[src/rtl/spi_dec_pkg.sv]
// Shared types for the SPI link decoder: FSM state encoding, the decoded
// transaction record and the serial field widths.
package spi_dec_pkg;

    localparam int SPI_DEC_ADDR_W = 8;
    localparam int SPI_DEC_DATA_W = 8;

    typedef enum logic [2:0] {
        ST_IDLE       = 3'd0,
        ST_ADDR       = 3'd1,
        ST_WDATA      = 3'd2,
        ST_WAIT_READY = 3'd3,
        ST_RDATA      = 3'd4,
        ST_WAIT_DONE  = 3'd5
    } spi_dec_state_t;

    typedef struct packed {
        logic                      err;
        logic                      wr;
        logic [SPI_DEC_ADDR_W-1:0] addr;
        logic [SPI_DEC_DATA_W-1:0] data;
    } spi_dec_rec_t;

    // Assemble a record from its fields.
    function automatic spi_dec_rec_t make_rec(
        input logic                      err,
        input logic                      wr,
        input logic [SPI_DEC_ADDR_W-1:0] addr,
        input logic [SPI_DEC_DATA_W-1:0] data
    );
        spi_dec_rec_t r;
        r.err  = err;
        r.wr   = wr;
        r.addr = addr;
        r.data = data;
        return r;
    endfunction

endpackage

[src/rtl/spi_dec_fifo.sv]
// Show-ahead synchronous FIFO of decoded records. Read and write pointers
// carry one extra wrap bit so full and empty are distinguished without a
// separate counter. A push while full is accepted only if a pop happens in
// the same cycle; otherwise the caller sees full_o and drops the record.
module spi_dec_fifo
    import spi_dec_pkg::*;
#(
    parameter int DEPTH = 8
) (
    input  logic         clk,
    input  logic         rst,
    input  logic         push_i,
    input  spi_dec_rec_t push_rec_i,
    input  logic         pop_i,
    output spi_dec_rec_t head_o,
    output logic         full_o,
    output logic         empty_o
);

    localparam int AW = $clog2(DEPTH);

    if (DEPTH < 2 || (DEPTH & (DEPTH - 1)) != 0) begin : g_bad_depth
        $error("spi_dec_fifo: DEPTH must be a power of 2 and at least 2");
    end

    logic [AW:0]  wr_ptr_q;
    logic [AW:0]  rd_ptr_q;
    spi_dec_rec_t mem_q [DEPTH];
    logic         wr_en;
    logic         rd_en;

    assign empty_o = (wr_ptr_q == rd_ptr_q);
    assign full_o  = (wr_ptr_q[AW] != rd_ptr_q[AW]) &&
                     (wr_ptr_q[AW-1:0] == rd_ptr_q[AW-1:0]);
    assign wr_en   = push_i && (!full_o || pop_i);
    assign rd_en   = pop_i && !empty_o;
    assign head_o  = empty_o ? '0 : mem_q[rd_ptr_q[AW-1:0]];

    // Advance pointers on accepted pushes and pops.
    always_ff @(posedge clk) begin
        if (rst) begin
            wr_ptr_q <= '0;
            rd_ptr_q <= '0;
        end else begin
            if (wr_en) wr_ptr_q <= wr_ptr_q + 1'b1;
            if (rd_en) rd_ptr_q <= rd_ptr_q + 1'b1;
        end
    end

    // Storage array; contents are only meaningful between the pointers.
    always_ff @(posedge clk) begin
        if (wr_en) mem_q[wr_ptr_q[AW-1:0]] <= push_rec_i;
    end

endmodule

[src/rtl/spi_link_decoder.sv]
// Passive SPI memory link decoder. Snoops cs/mosi/miso/ready/op_done,
// rebuilds each transaction as an {err, wr, addr, data} record and queues it
// in spi_dec_fifo for a consumer with a valid/ready interface.
//
// Record handshake: rec_valid means the rec_* fields hold the head record;
// the record is consumed on any cycle where rec_valid && rec_ready, and the
// fields must not be sampled when rec_valid is low.
//
// Optional build macro SPI_DEC_TIMEOUT_EN: adds a watchdog that aborts a
// frame stuck in WAIT_READY or WAIT_DONE after TIMEOUT_CYC cycles.
module spi_link_decoder
    import spi_dec_pkg::*;
#(
    parameter int DEPTH       = 8,
    parameter int MEM_WORDS   = 32,
    parameter int TIMEOUT_CYC = 64
) (
    input  logic       clk,
    input  logic       rst,
    input  logic       cs,
    input  logic       mosi,
    input  logic       miso,
    input  logic       ready,
    input  logic       op_done,
    output logic       rec_valid,
    input  logic       rec_ready,
    output logic       rec_err,
    output logic       rec_wr,
    output logic [7:0] rec_addr,
    output logic [7:0] rec_data,
    output logic       ovf,
    input  logic       clr_ovf,
    output logic       busy,
    output logic [2:0] dbg_state
);

    if (TIMEOUT_CYC < 1) begin : g_bad_timeout
        $error("spi_link_decoder: TIMEOUT_CYC must be at least 1");
    end

    spi_dec_state_t            state_q;
    logic [2:0]                cnt_q;
    logic                      cs_q;
    logic                      wr_q;
    logic [SPI_DEC_ADDR_W-1:0] addr_q;
    logic [SPI_DEC_DATA_W-1:0] data_q;
    logic                      ovf_q;

    logic                      cs_fall;
    logic                      cs_rise;
    logic                      addr_err;
    logic                      wd_expire;
    logic                      push;
    spi_dec_rec_t              push_rec;
    logic                      pop;
    logic                      fifo_full;
    logic                      fifo_empty;
    spi_dec_rec_t              head;

    assign cs_fall  = cs_q && !cs;
    assign cs_rise  = !cs_q && cs;
    assign addr_err = int'(addr_q) >= MEM_WORDS;

`ifdef SPI_DEC_TIMEOUT_EN
    localparam int WD_W = $clog2(TIMEOUT_CYC) + 1;
    logic [WD_W-1:0] wdog_q;

    // Expires on the last allowed waiting cycle if the awaited pulse is absent.
    assign wd_expire = (wdog_q == WD_W'(TIMEOUT_CYC - 1)) &&
                       ((state_q == ST_WAIT_READY && !ready) ||
                        (state_q == ST_WAIT_DONE  && !op_done));

    // Count cycles spent waiting; any other state holds it at zero, so every
    // entry into a wait state starts from zero.
    always_ff @(posedge clk) begin
        if (rst) begin
            wdog_q <= '0;
        end else if (state_q == ST_WAIT_READY || state_q == ST_WAIT_DONE) begin
            wdog_q <= wdog_q + 1'b1;
        end else begin
            wdog_q <= '0;
        end
    end
`else
    assign wd_expire = 1'b0;
`endif

    // Decide when a record is produced this cycle and what it carries.
    always_comb begin
        push     = 1'b0;
        push_rec = '0;
        case (state_q)
            ST_ADDR, ST_WDATA: begin
                if (cs_rise) begin
                    push     = 1'b1;
                    push_rec = make_rec(1'b1, wr_q, addr_q, data_q);
                end
            end
            ST_WAIT_READY: begin
                if (wd_expire) begin
                    push     = 1'b1;
                    push_rec = make_rec(1'b1, wr_q, addr_q, data_q);
                end
            end
            ST_WAIT_DONE: begin
                if (op_done) begin
                    push     = 1'b1;
                    push_rec = make_rec(addr_err, wr_q, addr_q, data_q);
                end else if (wd_expire) begin
                    push     = 1'b1;
                    push_rec = make_rec(1'b1, wr_q, addr_q, data_q);
                end
            end
            default: begin
                push     = 1'b0;
                push_rec = '0;
            end
        endcase
    end

    // Frame FSM: edge detect, serial field capture and frame termination.
    always_ff @(posedge clk) begin
        if (rst) begin
            state_q <= ST_IDLE;
            cnt_q   <= '0;
            cs_q    <= 1'b1;
            wr_q    <= 1'b0;
            addr_q  <= '0;
            data_q  <= '0;
        end else begin
            cs_q <= cs;
            case (state_q)
                ST_IDLE: begin
                    if (cs_fall) begin
                        wr_q    <= mosi;
                        addr_q  <= '0;
                        data_q  <= '0;
                        cnt_q   <= '0;
                        state_q <= ST_ADDR;
                    end
                end
                ST_ADDR: begin
                    if (cs_rise) begin
                        cnt_q   <= '0;
                        state_q <= ST_IDLE;
                    end else begin
                        addr_q[cnt_q] <= mosi;
                        cnt_q         <= cnt_q + 3'd1;
                        if (cnt_q == 3'd7) begin
                            state_q <= wr_q ? ST_WDATA : ST_WAIT_READY;
                        end
                    end
                end
                ST_WDATA: begin
                    if (cs_rise) begin
                        cnt_q   <= '0;
                        state_q <= ST_IDLE;
                    end else begin
                        data_q[cnt_q] <= mosi;
                        cnt_q         <= cnt_q + 3'd1;
                        if (cnt_q == 3'd7) state_q <= ST_WAIT_DONE;
                    end
                end
                ST_WAIT_READY: begin
                    if (ready) begin
                        cnt_q   <= '0;
                        state_q <= ST_RDATA;
                    end else if (wd_expire) begin
                        state_q <= ST_IDLE;
                    end
                end
                ST_RDATA: begin
                    data_q[cnt_q] <= miso;
                    cnt_q         <= cnt_q + 3'd1;
                    if (cnt_q == 3'd7) state_q <= ST_WAIT_DONE;
                end
                ST_WAIT_DONE: begin
                    if (op_done || wd_expire) state_q <= ST_IDLE;
                end
                default: begin
                    state_q <= ST_IDLE;
                end
            endcase
        end
    end

    // Sticky overflow: a new drop wins over a simultaneous clear.
    always_ff @(posedge clk) begin
        if (rst) begin
            ovf_q <= 1'b0;
        end else if (push && fifo_full && !pop) begin
            ovf_q <= 1'b1;
        end else if (clr_ovf) begin
            ovf_q <= 1'b0;
        end
    end

    assign pop = !fifo_empty && rec_ready;

    spi_dec_fifo #(
        .DEPTH (DEPTH)
    ) u_fifo (
        .clk        (clk),
        .rst        (rst),
        .push_i     (push),
        .push_rec_i (push_rec),
        .pop_i      (pop),
        .head_o     (head),
        .full_o     (fifo_full),
        .empty_o    (fifo_empty)
    );

    assign rec_valid = !fifo_empty;
    assign rec_err   = head.err;
    assign rec_wr    = head.wr;
    assign rec_addr  = head.addr;
    assign rec_data  = head.data;
    assign ovf       = ovf_q;
    assign busy      = (state_q != ST_IDLE);
    assign dbg_state = state_q;

endmodule

[config.mk]
export PLATFORM = sky130hd
export DESIGN_NAME = spi_link_decoder
export DESIGN_NICKNAME = d
export VERILOG_FILES = /design/src/rtl/spi_dec_pkg.sv /design/src/rtl/spi_dec_fifo.sv /design/src/rtl/spi_link_decoder.sv
export SDC_FILE = /design/constraint.sdc
export NUM_CORES = 1
export LEC_CHECK = 0
export CELL_PAD_IN_SITES_DETAIL_PLACEMENT = 2
export CELL_PAD_IN_SITES_GLOBAL_PLACEMENT = 2
export CORE_UTILIZATION = 31
export DETAILED_ROUTE_END_ITERATION = 8
export GPL_TIMING_DRIVEN = 0
export PLACE_DENSITY = 0.62
export RECOVER_POWER = 100
export SLEW_MARGIN = 20
export SYNTH_ARGS = -nofsm -noshare
export SYNTH_HDL_FRONTEND = slang
export SYNTH_SLANG_ARGS = --single-unit
[constraint.sdc]
create_clock -name clk -period 4.1 [get_ports clk]
set_input_delay 0.615 -clock clk [delete_from_list [all_inputs] [get_ports clk]]
set_output_delay 0.615 -clock clk [all_outputs]
set_load 0.02 [all_outputs]
==> results.sh <==
export IMPL_status="finished with violations"
export IMPL_violations="max-capacitance violations, max-slew violations"
export IMPL_root_buffer="clkbuf_16"
export IMPL_grt_pass1_vias=5154
export IMPL_switching_share_pct=23.6
export IMPL_post_cts_resized=0
export IMPL_ant_nets=0
export IMPL_ys_seq_elements=180
export IMPL_io_buffers=30
export IMPL_grt_max_degree=18
export IMPL_grt_pass1_wl_um=32000
export IMPL_drtIter0Drc=212
export IMPL_power_total_mw=3.81
export IMPL_hpwlAfterDp_um=14800
export IMPL_area_growth_pct=17.0
export IMPL_critical_path_buf_inv_count=3
export IMPL_die_area_sq_um=25400
export IMPL_fin_ws_ns=0.275
export IMPL_die_w_um=159
export IMPL_syn_num_nets=519
export IMPL_num_rows=57
export IMPL_pin_count=33
export IMPL_min_from="rst"
export IMPL_vias=4474
export IMPL_fillerInstances=2459
export IMPL_fin_skew_ns=0.0127
export IMPL_fin_tns_setup_ns=0
export IMPL_wirelength_um=20400
export IMPL_rsz0062_at_grt="no"
export IMPL_vdd_drop_max_uv=249
export IMPL_hold_class="input port to flip-flop"
export IMPL_maxCapViolCount=1
export IMPL_rr_endpoint="u_fifo.mem_q[5][0]$_DFFE_PP_"
export IMPL_crit_chain="clkbuf_1 > clkbuf_1 > mux4_2 > mux2i_1 > nor2_1 > dlygate4sd3_1"
export IMPL_synth_async_sr_flop_share_pct=0
export IMPL_hold_ws_ns=0.384
export IMPL_synth_seq_area_share_pct=65.7
export IMPL_crit_path_frequent_cell="clkbuf_1"
export IMPL_clkLatencyLatePin_ns=0.43
export IMPL_coreArea_sq_um=24300
export IMPL_r2r_worst_path_cells=8
export IMPL_yosys_warnings=0
export IMPL_hold_buffers=0
export IMPL_htree_num_levels=4
export IMPL_start_kind="flip-flop"
export IMPL_final_nets=587
export IMPL_finalMaxSlewViolations=11
export IMPL_p_per_area_nw_per_um2=424
export IMPL_clk_pin_slew_ns=0.07
export IMPL_pre_cts_slack_ns=0.560
export IMPL_post_cts_buffers=0
export IMPL_finalCritPeriodShare_pct=93.3
export IMPL_synth_edf_count=144
export IMPL_synthCells=506
export IMPL_gp_congestion=0.760
export IMPL_drive_above_1_share_pct=15.2
export IMPL_cts_buffers=17
export IMPL_clock_power_share_pct=42.0
export IMPL_worstSetupPathType="flip-flop to primary output"
export IMPL_grt_ovfl_total=0
export IMPL_critPathCapture="rec_data[0]"
export IMPL_fmax_mhz=261
export IMPL_r2r_start="dbg_state[1]$_SDFFE_PP0P_"
export IMPL_period_minus_slack_ns=3.82
export IMPL_p_comb_share_pct=6.4
export IMPL_final_hold_viol_count=0
export IMPL_synth_ff_type="edfxtp_1"
export IMPL_antenna_cells=0
export IMPL_crit_family="buffers and inverters"
export IMPL_cts_sinks=180
export IMPL_wire_per_inst_um=22.4
export IMPL_grt_usage_pct=17.1
export IMPL_syn_avg_cell_area_sq_um=15.2
export IMPL_worst_slew_pin_slew_ns=2.21
export IMPL_p_sw_uw=898
export IMPL_slew_headroom_pct=-48.2
export IMPL_crit_cells=6
export IMPL_drc_errors=0
export IMPL_slowest_delay_ns=0.72
export IMPL_p_int_mw=2.91
export IMPL_cts_buffer_depth=2
export IMPL_cts_tree="done"
export IMPL_crit_fanout=10
export IMPL_leakage_nw=2.93
export IMPL_yosys_cell_types_count=55
export IMPL_synth_area_sq_um=7670
export IMPL_firstDrtPassIters=4
export IMPL_setup_viol=0
export IMPL_die_h_um=159
export IMPL_cpMaxStageDelayCell="clkbuf_1"
export IMPL_required_ns=3.48
export IMPL_cp_arrival_ns=3.21
export IMPL_via_per_inst=4.92
export IMPL_r2r_slack_ns=0.66
export IMPL_crit_path_end_kind="primary output"
export IMPL_grt_antenna_before_repair=0
export IMPL_initial_utilization_pct=31.6
export IMPL_sequentialPowerShare_pct=51.6
==> through the flow <==
step | area, sq um | util [%] | std cells
final | 8980 | 36.9 | 910
after global placement | 8380 | 34.5 | 860
after floorplan | 7670 | - | 506
after CTS | 9150 | 37.6 | 910
after global routing | 8980 | 36.9 | 910
after detailed placement | 8580 | 35.3 | 879
==> placed cells by master (no fill, tap or decap), drive strengths merged, types with 12 or more instances in the layout <==
| cell type | n |
|---|---|
| mux2i | 21 |
| nor2b | 12 |
| clkbuf | 55 |
| buf | 14 |
| mux4 | 36 |
| nor2 | 52 |
| a21oi | 24 |
| dfxtp | 36 |
| o21ai | 15 |
| inv | 16 |
| nor3 | 15 |
| nand2 | 13 |
| dlygate4sd3 | 24 |
| edfxtp | 144 |
==> per-layer routing <==
metal  part of all wire, %  routed length [um]  vias up  GRT usage [%]
li1                      -                   -     2086              -
met5                     0                   0        -              0
met2                    53               10800       52           31.1
met1                    44                8940     2317           21.0
met3                   2.0                 413       19           3.02
met4                  0.97                 197        0           4.20
==> layout make-up <==
class	count	area (sq um)	area share, %
flip-flops and latches	180	5040	56.2
plain buffers	35	193	2.15
well taps	324	405	4.52
repair buffers	49	390	4.35
inverters	8	30.0	0.334
clock buffers	17	425	4.74
clock inverters	14	139	1.55
multi-input cells	283	2350	26.2
==> cell usage after synthesis, drive strengths merged, types with 4 or more instances <==
cell type,instances,share of area [%]
a211oi,8,1.0
a21oi,24,1.6
a22oi,9,0.88
and2b,8,0.91
buf,15,1.3
clkbuf,19,1.3
dfxtp,36,9.4
edfxtp,144,56
ha,4,0.65
inv,8,0.39
mux2i,21,2.7
mux4,36,11
nand2,13,0.64
nand2b,6,0.49
nor2,52,2.5
nor2b,12,0.98
nor3,15,0.98
nor3b,5,0.62
nor4,5,0.41
o21ai,15,0.98
o22ai,6,0.49
or3,4,0.33
xnor2,5,0.57
xor2,4,0.46
==> registers in the layout (all words and copies together) (netlist names), named ones only <==
| name | cells |
|---|---|
| u_fifo.wr_ptr_q | 4 |
| wr_q | 1 |
| ovf | 1 |
| u_fifo.mem_q | 144 |
| dbg_state | 3 |
| data_q | 8 |
| cs_q | 1 |
| cnt_q | 3 |
| addr_q | 8 |
| u_fifo.rd_ptr_q | 4 |
==> power groups by stage <==
| stage | Sequential [mW] | Clock, mW | Combinational [mW] |
|---|---|---|---|
| 3_3_place_gp | 2.01 | 0 | 0.247 |
| 5_1_grt | 1.97 | 1.70 | 0.267 |
| 6_report | 1.97 | 1.60 | 0.244 |
| 2_1_floorplan | 2.00 | 0 | 0.167 |
| 3_5_place_dp | 2.01 | 0 | 0.260 |
| 4_1_cts | 1.97 | 1.64 | 0.262 |
==> worst min path at each step <==
stage | endpoint | depth (start not counted)
floorplan | addr_q[6]$_SDFFE_PP0P_ | 2
detailed placement | addr_q[6]$_SDFFE_PP0P_ | 2
CTS | data_q[1]$_SDFFE_PP0P_ | 2
global placement | addr_q[6]$_SDFFE_PP0P_ | 2
global route | data_q[7]$_SDFFE_PP0P_ | 2
finish | data_q[1]$_SDFFE_PP0P_ | 2
==> cell families after synthesis <==
group,after synthesis,share of synthesized area [%]
adders and majority gates,4,0.652
muxes,57,13.3
AOI/OAI and AO/OA,77,6.78
and+or+nand+nor,136,9.47
buffers and inverters,43,3.03
DFF,180,65.7
xor gates and xnor gates,9,1.03
Power figures use the tool's default switching activity.
